## config.mk

```make
export PLATFORM = sky130hd
export DESIGN_NAME = eth_rx_mac_filter
export DESIGN_NICKNAME = d
export VERILOG_FILES = /design/src/rtl/eth_pkg.sv /design/src/rtl/eth_rx_filter_buf.sv /design/src/rtl/eth_rx_mac_filter.sv
export SDC_FILE = /design/constraint.sdc
export NUM_CORES = 1
export LEC_CHECK = 0
export CORE_ASPECT_RATIO = 1.4
export CORE_MARGIN = 8
export CORE_UTILIZATION = 40
export CTS_CLUSTER_SIZE = 40
export DETAILED_ROUTE_END_ITERATION = 12
export PLACE_DENSITY = 0.6
export SYNTH_ARGS = -nofsm -noshare
export SYNTH_HDL_FRONTEND = slang
export SYNTH_SLANG_ARGS = --single-unit
```

## constraint.sdc

```tcl
create_clock -name clk -period 23.5 [get_ports clk]
set_input_delay 4.7 -clock clk [delete_from_list [all_inputs] [get_ports clk]]
set_output_delay 4.7 -clock clk [all_outputs]
set_load 0.01 [all_outputs]
```

## src/rtl/eth_pkg.sv

```systemverilog
// Shared Ethernet definitions for the RX MAC filter: header constants, address
// types, filter FSM states and a small popcount helper.
package eth_pkg;

    localparam int ETH_HDR_BYTES = 14;
    localparam logic [47:0] MAC_BCAST = 48'hFFFF_FFFF_FFFF;

    typedef logic [47:0] mac_addr_t;
    typedef logic [15:0] ethertype_t;

    typedef enum logic [1:0] {HDR0, HDR1, PASS, DROP} rx_filt_state_t;

    function automatic logic [3:0] popcount8(input logic [7:0] v);
        logic [3:0] n;
        n = 4'd0;
        for (int i = 0; i < 8; i++) begin
            n = n + {3'd0, v[i]};
        end
        return n;
    endfunction

endpackage

```

## src/rtl/eth_rx_filter_buf.sv

```systemverilog
// Four-entry beat FIFO whose readable region ends at a commit pointer, so header
// beats can be held back and later released or discarded as one group.
module eth_rx_filter_buf (
    input  logic        clk,
    input  logic        rst,
    input  logic        push,
    input  logic [63:0] push_data,
    input  logic [7:0]  push_keep,
    input  logic        push_last,
    input  logic        push_user,
    input  logic        commit,
    input  logic        drop_pending,
    output logic        full,
    output logic [63:0] out_data,
    output logic [7:0]  out_keep,
    output logic        out_last,
    output logic        out_user,
    output logic        out_valid,
    input  logic        out_ready
);

    logic [63:0] mem_data [4];
    logic [7:0]  mem_keep [4];
    logic        mem_last [4];
    logic        mem_user [4];

    logic [2:0] wr_ptr;
    logic [2:0] commit_ptr;
    logic [2:0] rd_ptr;
    logic [2:0] wr_next;
    logic       pop;

    // Commit includes a beat written in the same cycle, so it is visible on the next one.
    always_comb begin
        full      = (wr_ptr[1:0] == rd_ptr[1:0]) && (wr_ptr[2] != rd_ptr[2]);
        out_valid = (commit_ptr != rd_ptr);
        pop       = out_valid && out_ready;
        wr_next   = wr_ptr + {2'd0, push};
        out_data  = mem_data[rd_ptr[1:0]];
        out_keep  = mem_keep[rd_ptr[1:0]];
        out_last  = mem_last[rd_ptr[1:0]];
        out_user  = mem_user[rd_ptr[1:0]];
    end

    always_ff @(posedge clk or posedge rst) begin
        if (rst) begin
            wr_ptr     <= 3'd0;
            commit_ptr <= 3'd0;
            rd_ptr     <= 3'd0;
            for (int i = 0; i < 4; i++) begin
                mem_data[i] <= 64'd0;
                mem_keep[i] <= 8'd0;
                mem_last[i] <= 1'b0;
                mem_user[i] <= 1'b0;
            end
        end else begin
            if (push && !drop_pending) begin
                mem_data[wr_ptr[1:0]] <= push_data;
                mem_keep[wr_ptr[1:0]] <= push_keep;
                mem_last[wr_ptr[1:0]] <= push_last;
                mem_user[wr_ptr[1:0]] <= push_user;
            end
            wr_ptr <= drop_pending ? commit_ptr : wr_next;
            if (commit) begin
                commit_ptr <= wr_next;
            end
            if (pop) begin
                rd_ptr <= rd_ptr + 3'd1;
            end
        end
    end

endmodule

```

## src/rtl/eth_rx_mac_filter.sv

```systemverilog
// RX MAC filter: holds the first two beats of each frame until the destination
// MAC / EtherType decision, then forwards or drains the frame and counts it.
module eth_rx_mac_filter
    import eth_pkg::*;
#(
    parameter int DATA_WIDTH = 64,
    parameter int CNT_WIDTH  = 32
) (
    input  logic                    clk,
    input  logic                    rst,
    input  logic [DATA_WIDTH-1:0]   s_tdata,
    input  logic [DATA_WIDTH/8-1:0] s_tkeep,
    input  logic                    s_tvalid,
    output logic                    s_tready,
    input  logic                    s_tlast,
    input  logic                    s_tuser,
    output logic [DATA_WIDTH-1:0]   m_tdata,
    output logic [DATA_WIDTH/8-1:0] m_tkeep,
    output logic                    m_tvalid,
    input  logic                    m_tready,
    output logic                    m_tlast,
    output logic                    m_tuser,
    input  logic [47:0]             cfg_local_mac,
    input  logic                    cfg_pass_bcast,
    input  logic                    cfg_pass_mcast,
    input  logic                    cfg_promisc,
    input  logic                    cfg_etype_en,
    input  logic [15:0]             cfg_etype,
    output logic [CNT_WIDTH-1:0]    cnt_pass,
    output logic [CNT_WIDTH-1:0]    cnt_drop,
    output logic [CNT_WIDTH-1:0]    cnt_runt
);

    if (DATA_WIDTH != 64) begin : g_width_check
        $error("eth_rx_mac_filter supports DATA_WIDTH=64 only");
    end

    rx_filt_state_t state;
    mac_addr_t      dst_reg;
    ethertype_t     etype;
    logic           hs;
    logic           hdr1_runt;
    logic           is_bcast;
    logic           is_mcast;
    logic           accept;
    logic           buf_push;
    logic           buf_commit;
    logic           buf_drop;
    logic           buf_full;

    // A beat-1 with fewer than the remaining header bytes makes the frame a runt.
    always_comb begin
        hs        = s_tvalid && s_tready;
        hdr1_runt = s_tlast && (popcount8(s_tkeep) < 4'(ETH_HDR_BYTES - 8));
        etype     = {s_tdata[39:32], s_tdata[47:40]};
        is_bcast  = (dst_reg == MAC_BCAST);
        is_mcast  = dst_reg[40] && !is_bcast;
        accept    = (cfg_promisc || (dst_reg == cfg_local_mac) ||
                     (is_bcast && cfg_pass_bcast) || (is_mcast && cfg_pass_mcast)) &&
                    (!cfg_etype_en || (etype == cfg_etype));
        s_tready  = rst ? 1'b0 : ((state == DROP) ? 1'b1 : !buf_full);

        buf_push   = 1'b0;
        buf_commit = 1'b0;
        buf_drop   = 1'b0;
        if (hs) begin
            case (state)
                HDR0: buf_push = !s_tlast;
                HDR1: begin
                    buf_push   = !hdr1_runt && accept;
                    buf_commit = !hdr1_runt && accept;
                    buf_drop   = hdr1_runt || !accept;
                end
                PASS: begin
                    buf_push   = 1'b1;
                    buf_commit = 1'b1;
                end
                default: ;
            endcase
        end
    end

    always_ff @(posedge clk or posedge rst) begin
        if (rst) begin
            state    <= HDR0;
            dst_reg  <= '0;
            cnt_pass <= '0;
            cnt_drop <= '0;
            cnt_runt <= '0;
        end else if (hs) begin
            case (state)
                HDR0: begin
                    if (s_tlast) begin
                        cnt_runt <= cnt_runt + CNT_WIDTH'(1);
                    end else begin
                        dst_reg <= {s_tdata[7:0], s_tdata[15:8], s_tdata[23:16],
                                    s_tdata[31:24], s_tdata[39:32], s_tdata[47:40]};
                        state   <= HDR1;
                    end
                end
                HDR1: begin
                    if (hdr1_runt) begin
                        cnt_runt <= cnt_runt + CNT_WIDTH'(1);
                        state    <= HDR0;
                    end else if (accept) begin
                        if (s_tlast) begin
                            cnt_pass <= cnt_pass + CNT_WIDTH'(1);
                            state    <= HDR0;
                        end else begin
                            state <= PASS;
                        end
                    end else begin
                        cnt_drop <= cnt_drop + CNT_WIDTH'(1);
                        state    <= s_tlast ? HDR0 : DROP;
                    end
                end
                PASS: begin
                    if (s_tlast) begin
                        cnt_pass <= cnt_pass + CNT_WIDTH'(1);
                        state    <= HDR0;
                    end
                end
                DROP: begin
                    if (s_tlast) begin
                        state <= HDR0;
                    end
                end
                default: state <= HDR0;
            endcase
        end
    end

    eth_rx_filter_buf u_buf (
        .clk          (clk),
        .rst          (rst),
        .push         (buf_push),
        .push_data    (s_tdata),
        .push_keep    (s_tkeep),
        .push_last    (s_tlast),
        .push_user    (s_tuser),
        .commit       (buf_commit),
        .drop_pending (buf_drop),
        .full         (buf_full),
        .out_data     (m_tdata),
        .out_keep     (m_tkeep),
        .out_last     (m_tlast),
        .out_user     (m_tuser),
        .out_valid    (m_tvalid),
        .out_ready    (m_tready)
    );

endmodule

```

==> impl_metrics.env, run 1 <==
export IMPL_synth_nets=1582
export IMPL_slew_violations=0
export IMPL_die_area_mm2=0.0592
export IMPL_hold_path_startpoint="cnt_pass[31]$_DFFE_PP0P_"
export IMPL_cts_made_buffers=46
export IMPL_hold_depth=1
export IMPL_hold_end="cnt_pass[31]$_DFFE_PP0P_"
export IMPL_ir_drop_mv=0.0800
export IMPL_internal_power_mw=2.04
export IMPL_seq_area_frac_synth=0.547
export IMPL_fmax_mhz=87.7
export IMPL_coreArea_mm2=0.0510
export IMPL_cp_end_kind="output port"
export IMPL_status="finished clean"
export IMPL_finClkSkew_ns=0.0142
export IMPL_power_density_mw_per_mm2=113
export IMPL_cellLeakagePower_nw=11.6
export IMPL_rr_worst_depth=9
export IMPL_cap_violations=0
export IMPL_die_h_um=285
export IMPL_grt_max_degree=134
export IMPL_layout_commonest_cell="dfrtp_1"
export IMPL_ys_ff_latch=451
export IMPL_htree_levels=2
export IMPL_fin_ws_ns=12.09
export IMPL_drive_above_1_share=0.239
export IMPL_synth_edf_count=0
export IMPL_final_setup_viol_count=0
export IMPL_hp_class="reg -> reg"
export IMPL_cp_start_kind="input port"
export IMPL_pwr_share_clk=0.244
export IMPL_synthTopCellsByArea="dfrtp_1 55%, mux2_2 14%, mux4_2 8.1%"
export IMPL_p_sw_mw=0.884
export IMPL_grt_pass1_vias=14126
export IMPL_cts_hold_buf=0
export IMPL_antenna_found_initial=3
export IMPL_async_flop_share=1.00
export IMPL_grt_setup_unrepaired="no"
export IMPL_cts_sinks=451
export IMPL_pin_count=318
export IMPL_mostFrequentLayoutCells="449 x dfrtp_1, 317 x clkdlybuf4s50_1, 260 x mux2_2"
export IMPL_postCtsSetupBuffers=0
export IMPL_finalCritPeriodShare=0.485
export IMPL_fillers=4457
export IMPL_rows=98
export IMPL_final_setup_tns_ns=0
export IMPL_critPathArrivalTime_ns=6.71
export IMPL_synth_area_mm2=0.0206
export IMPL_critPathKind="in -> out"
export IMPL_initial_core_util=0.404
export IMPL_yosysUniqueCellTypes=45
export IMPL_rrSetupSlack_ns=19.32
export IMPL_fin_crit_ns=11.41
export IMPL_pwr_share_seq=0.424
export IMPL_vias=12888
export IMPL_ys_warn_count=0
export IMPL_wl_um=56200
export IMPL_hold_viol=0
export IMPL_insertion_delay_ns=0.57
export IMPL_die_w_um=208
export IMPL_track_usage=0.191
export IMPL_grt_pass1_wl_um=88200
export IMPL_dr_pass1_iters=5
export IMPL_synth_top_area_share=0.547
export IMPL_viasPerCell=5.34
export IMPL_relSlewSlack=0.344
export IMPL_p_comb_frac=0.332
export IMPL_largest_reg_flops=256
export IMPL_required_ns=18.80
export IMPL_dpl_hpwl_um=38200
export IMPL_r2r_start="dst_reg[45]$_DFFE_PP0P_"
export IMPL_clkTransAtPathRegs_ns=0.06
export IMPL_drc=0
export IMPL_wl_per_cell_um=23.3
export IMPL_dp_slack_ns=12.03
export IMPL_synthCells=1419
export IMPL_cp_max_fo=104
export IMPL_synthesis_area_per_instance_um2=14.5
export IMPL_cts_path_max_buffers=3
export IMPL_synth_main_ff_cell="dfrtp_1"
export IMPL_antenna_left=0
export IMPL_timing_rr_end="u_buf.mem_keep[14]$_DFFE_PP0P_"
export IMPL_num_nets_final=1893
export IMPL_gp_congestion=0.797
export IMPL_cts_root_buf="clkbuf_16"
export IMPL_tightest_slew_ns=0.984
export IMPL_port_buffer_count=317
export IMPL_power_share_switching=0.302
export IMPL_synth_top_cell_by_area="dfrtp_1"
export IMPL_cts_resized=0
export IMPL_syn_to_final_growth_pct=25.3
export IMPL_cts_tree="yes"
export IMPL_first_iter_violations=457
export IMPL_overflow=0
[per-stage QoR]
step | util | power, mW | std cells | cell area (um2) | hold WS, ns
after floorplan | - | 1.80 | 1419 | 20600 | 0.451
after global placement | 0.478 | 2.21 | 2332 | 24400 | 0.462
after detailed placement | 0.478 | 2.24 | 2332 | 24400 | 0.467
after CTS | 0.506 | 2.97 | 2411 | 25800 | 0.475
after global routing | 0.506 | 3.09 | 2412 | 25800 | 0.494
final | 0.507 | 2.92 | 2414 | 25800 | 0.470
[critical path, stage by stage]
cell             delay [ns]
clkdlybuf4s50_1        0.50
inv_8                  0.51
o41a_2                 0.32
clkdlybuf4s50_1        0.58
[how the worst max path moves through the flow]
stage,slack [ns],from,cells after the start,to
final,12.09,rst,4,s_tready
after global routing,11.95,rst,4,s_tready
after CTS,12.03,rst,4,s_tready
after detailed placement,12.03,rst,4,s_tready
after global placement,12.04,rst,4,s_tready
after floorplan,3.45,rst,2,s_tready
[logic make-up (layout without fill, tap and decap cells)]
| kind of cell | after synthesis | after routing | synth area share |
|---|---|---|---|
| XOR/XNOR | 167 | 167 | 0.0709 |
| AND/OR/NAND/NOR | 250 | 250 | 0.0673 |
| AO/OA/AOI/OAI | 35 | 35 | 0.0153 |
| other | 0 | 3 | 0 |
| adder cells (fa/ha/maj) | 17 | 17 | 0.0118 |
| multiplexers | 412 | 412 | 0.265 |
| flip-flops | 451 | 451 | 0.547 |
| buffers and inverters | 87 | 429 | 0.0218 |
[cell usage after synthesis, types with 2 or more instances]
| cell | number |
|---|---|
| mux2_1 | 78 |
| nand2b_1 | 7 |
| and2_1 | 10 |
| mux4_2 | 74 |
| nor4bb_1 | 2 |
| xnor2_1 | 120 |
| fa_1 | 4 |
| nand4_1 | 50 |
| nor2_1 | 21 |
| buf_4 | 28 |
| xor2_1 | 47 |
| clkbuf_1 | 16 |
| ha_1 | 13 |
| inv_1 | 21 |
| dfrtp_1 | 451 |
| o2bb2ai_1 | 16 |
| nand3_1 | 31 |
| nor3_1 | 15 |
| nor2b_1 | 3 |
| o31ai_1 | 2 |
| nor4_1 | 20 |
| nor4b_1 | 2 |
| o21ai_4 | 2 |
| buf_1 | 8 |
| buf_2 | 14 |
| mux2_2 | 260 |
| and3_1 | 15 |
| o21ai_0 | 5 |
| nand2_1 | 51 |
| and4_1 | 15 |
| nor3b_1 | 4 |
[power by group through the flow]
stage	sequential, mW	clock [mW]	combinational [mW]
final	1.24	0.714	0.971
after global routing	1.28	0.767	1.05
after CTS	1.24	0.741	0.993
after detailed placement	1.25	0	0.988
after global placement	1.24	0	0.973
after floorplan	1.16	0	0.643
[area by class of cell]
class | instances | area, um2 | area share
Antenna cell | 3 | 7.51 | 0.000291
Clock buffer | 74 | 1390 | 0.0538
Clock inverter | 5 | 53.8 | 0.00208
Inverter | 21 | 86.3 | 0.00334
Multi-Input combinational cell | 881 | 8920 | 0.345
Sequential cell | 451 | 11300 | 0.437
Tap cell | 650 | 813 | 0.0315
Timing Repair Buffer | 329 | 3280 | 0.127
[per-layer routing]
layer  track usage  vias up  wire length [um]
met2         0.328      287             28200
met4        0.0496        2              1150
met5             0        -                13
met1         0.237     6740             23600
li1              -     5793                 -
met3        0.0476       66              3280
Note: power is estimated with default switching activity, not from simulation.
==> inputs of run 2 (changes only) <==
==> constraint.sdc (replaced) <==
create_clock -name clk -period 11.6 [get_ports clk]
set_input_delay 2.32 -clock clk [delete_from_list [all_inputs] [get_ports clk]]
set_output_delay 2.32 -clock clk [all_outputs]
set_load 0.01 [all_outputs]
==> impl_metrics.env, run 2 (synthesis results as in run 1) <==
export IMPL_cellLeakagePower_nw=11.7
export IMPL_track_usage=0.190
export IMPL_gp_congestion=0.800
export IMPL_final_core_util=0.510
export IMPL_cts_root_buf="clkbuf_16"
export IMPL_cp_max_fo=47
export IMPL_finalCritPeriodShare=0.615
export IMPL_m1WireLength_um=23400
export IMPL_grt_max_degree=74
export IMPL_internal_power_mw=4.23
export IMPL_grt_setup_unrepaired="no"
export IMPL_coreArea_mm2=0.0510
export IMPL_tightest_slew_ns=0.938
export IMPL_status="finished clean"
export IMPL_cts_path_max_buffers=3
export IMPL_overflow=0
export IMPL_power_share_switching=0.301
export IMPL_critPathArrivalTime_ns=7.57
export IMPL_fin_crit_ns=7.13
export IMPL_dpl_hpwl_um=38800
export IMPL_grt_pass1_wl_um=87700
export IMPL_die_area_mm2=0.0592
export IMPL_postCtsSetupBuffers=0
export IMPL_drc=0
export IMPL_vias=12932
export IMPL_grt_pass1_vias=14162
export IMPL_clkTransAtPathRegs_ns=0.06
export IMPL_largest_reg_flops=256
export IMPL_pin_count=318
export IMPL_die_h_um=285
export IMPL_wl_um=56500
export IMPL_pwr_share_clk=0.259
export IMPL_port_buffer_count=317
export IMPL_pwr_share_seq=0.415
export IMPL_final_setup_viol_count=0
export IMPL_cp_end_kind="register"
export IMPL_required_ns=12.03
export IMPL_cts_made_buffers=46
export IMPL_p_comb_frac=0.326
export IMPL_drive_above_1_share=0.249
export IMPL_dpl_cell_area_mm2=0.0244
export IMPL_power_density_mw_per_mm2=233
export IMPL_rows=98
export IMPL_htree_levels=2
export IMPL_cts_sinks=451
export IMPL_cp_start_kind="input port"
export IMPL_p_sw_mw=1.82
export IMPL_final_setup_tns_ns=0
export IMPL_hp_class="reg -> reg"
export IMPL_insertion_delay_ns=0.57
export IMPL_cts_tree="yes"
export IMPL_initial_core_util=0.404
export IMPL_mostFrequentLayoutCells="449 x dfrtp_1, 317 x clkdlybuf4s50_1, 260 x mux2_2"
export IMPL_hold_viol=0
export IMPL_cap_violations=0
export IMPL_layout_commonest_cell="dfrtp_1"
export IMPL_dr_pass1_iters=5
export IMPL_cts_hold_buf=0
export IMPL_hold_slack_ns=0.463
export IMPL_wl_per_cell_um=23.3
export IMPL_met2_length_um=28800
export IMPL_power_mw=6.05
export IMPL_route_met3_wl_um=3160
export IMPL_cts_resized=0
export IMPL_num_nets_final=1896
export IMPL_viasPerCell=5.34
export IMPL_slew_violations=0
export IMPL_first_iter_violations=563
export IMPL_ir_drop_mv=0.158
export IMPL_top_layer_used="met5"
export IMPL_final_area_mm2=0.0260
export IMPL_syn_to_final_growth_pct=26.1
export IMPL_relSlewSlack=0.372
export IMPL_die_w_um=208
export IMPL_fmax_mhz=140
export IMPL_antenna_left=0
export IMPL_critPathKind="in -> reg"
export IMPL_antenna_found_initial=7
export IMPL_finClkSkew_ns=0.0209
==> run 2: metal layers <==
| layer | track usage | vias up |
|---|---|---|
| met2 | 0.332 | 294 |
| met5 | 0 | - |
| met4 | 0.0485 | 8 |
| li1 | - | 5810 |
| met1 | 0.232 | 6754 |
| met3 | 0.0464 | 66 |
==> run 2: final cells by class <==
cell class | count | area, um2
flip-flops and latches | 451 | 11300
diodes | 4 | 10.0
well taps | 650 | 813
multi-input cells | 881 | 8920
clock buffers | 58 | 1280
fillers | 4435 | 25000
clock inverters | 24 | 310
repair buffers | 332 | 3290
inverters | 21 | 82.6
==> run 2: through the flow <==
stage | worst slack, ns | cells
after global placement | 3.86 | 2335
after detailed placement | 3.82 | 2335
after CTS | 4.45 | 2417
after global routing | 4.15 | 2420
final | 4.47 | 2421
after floorplan | -0.432 | 1419
==> run 2: worst max-delay path, stage by stage <==
cell             delay, ns
clkdlybuf4s50_1       0.53
inv_1                 0.08
fa_1                  0.58
fa_1                  0.44
fa_1                  0.38
inv_1                 0.10
ha_1                  0.23
and3b_1               0.15
o21ai_0               0.31
and3_1                0.27
nor2_1                0.05
o21ai_0               0.30
o21ai_4               0.19
nand3_4               0.44
buf_4                 0.74
mux2_1                0.39
==> run 2: power by group through the flow <==
stage                     clock network [mW]  registers [mW]  logic (mW)
after CTS                               1.62            2.52        2.02
after global routing                    1.67            2.59        2.12
final                                   1.57            2.51        1.97
after detailed placement                   0            2.54        2.00
after floorplan                            0            2.35        1.30
after global placement                     0            2.52        1.97
==> run 2: worst paths after layout <==
check / slack (ns) / cells after the start / end / from
max: 4.47 / 16 / u_buf.mem_data[5]$_DFFE_PP0P_ / s_tkeep[0]
min: 0.46 / 1 / cnt_pass[31]$_DFFE_PP0P_ / cnt_pass[31]$_DFFE_PP0P_
max reg2reg: 7.58 / 9 / u_buf.mem_data[5]$_DFFE_PP0P_ / dst_reg[43]$_DFFE_PP0P_
min reg2reg: 0.46 / 1 / cnt_pass[31]$_DFFE_PP0P_ / cnt_pass[31]$_DFFE_PP0P_
max in group asynchronous: 6.30 / 6 / u_buf.mem_data[52]$_DFFE_PP0P_ / rst
min in group asynchronous: 2.34 / 3 / cnt_drop[26]$_DFFE_PP0P_ / rst
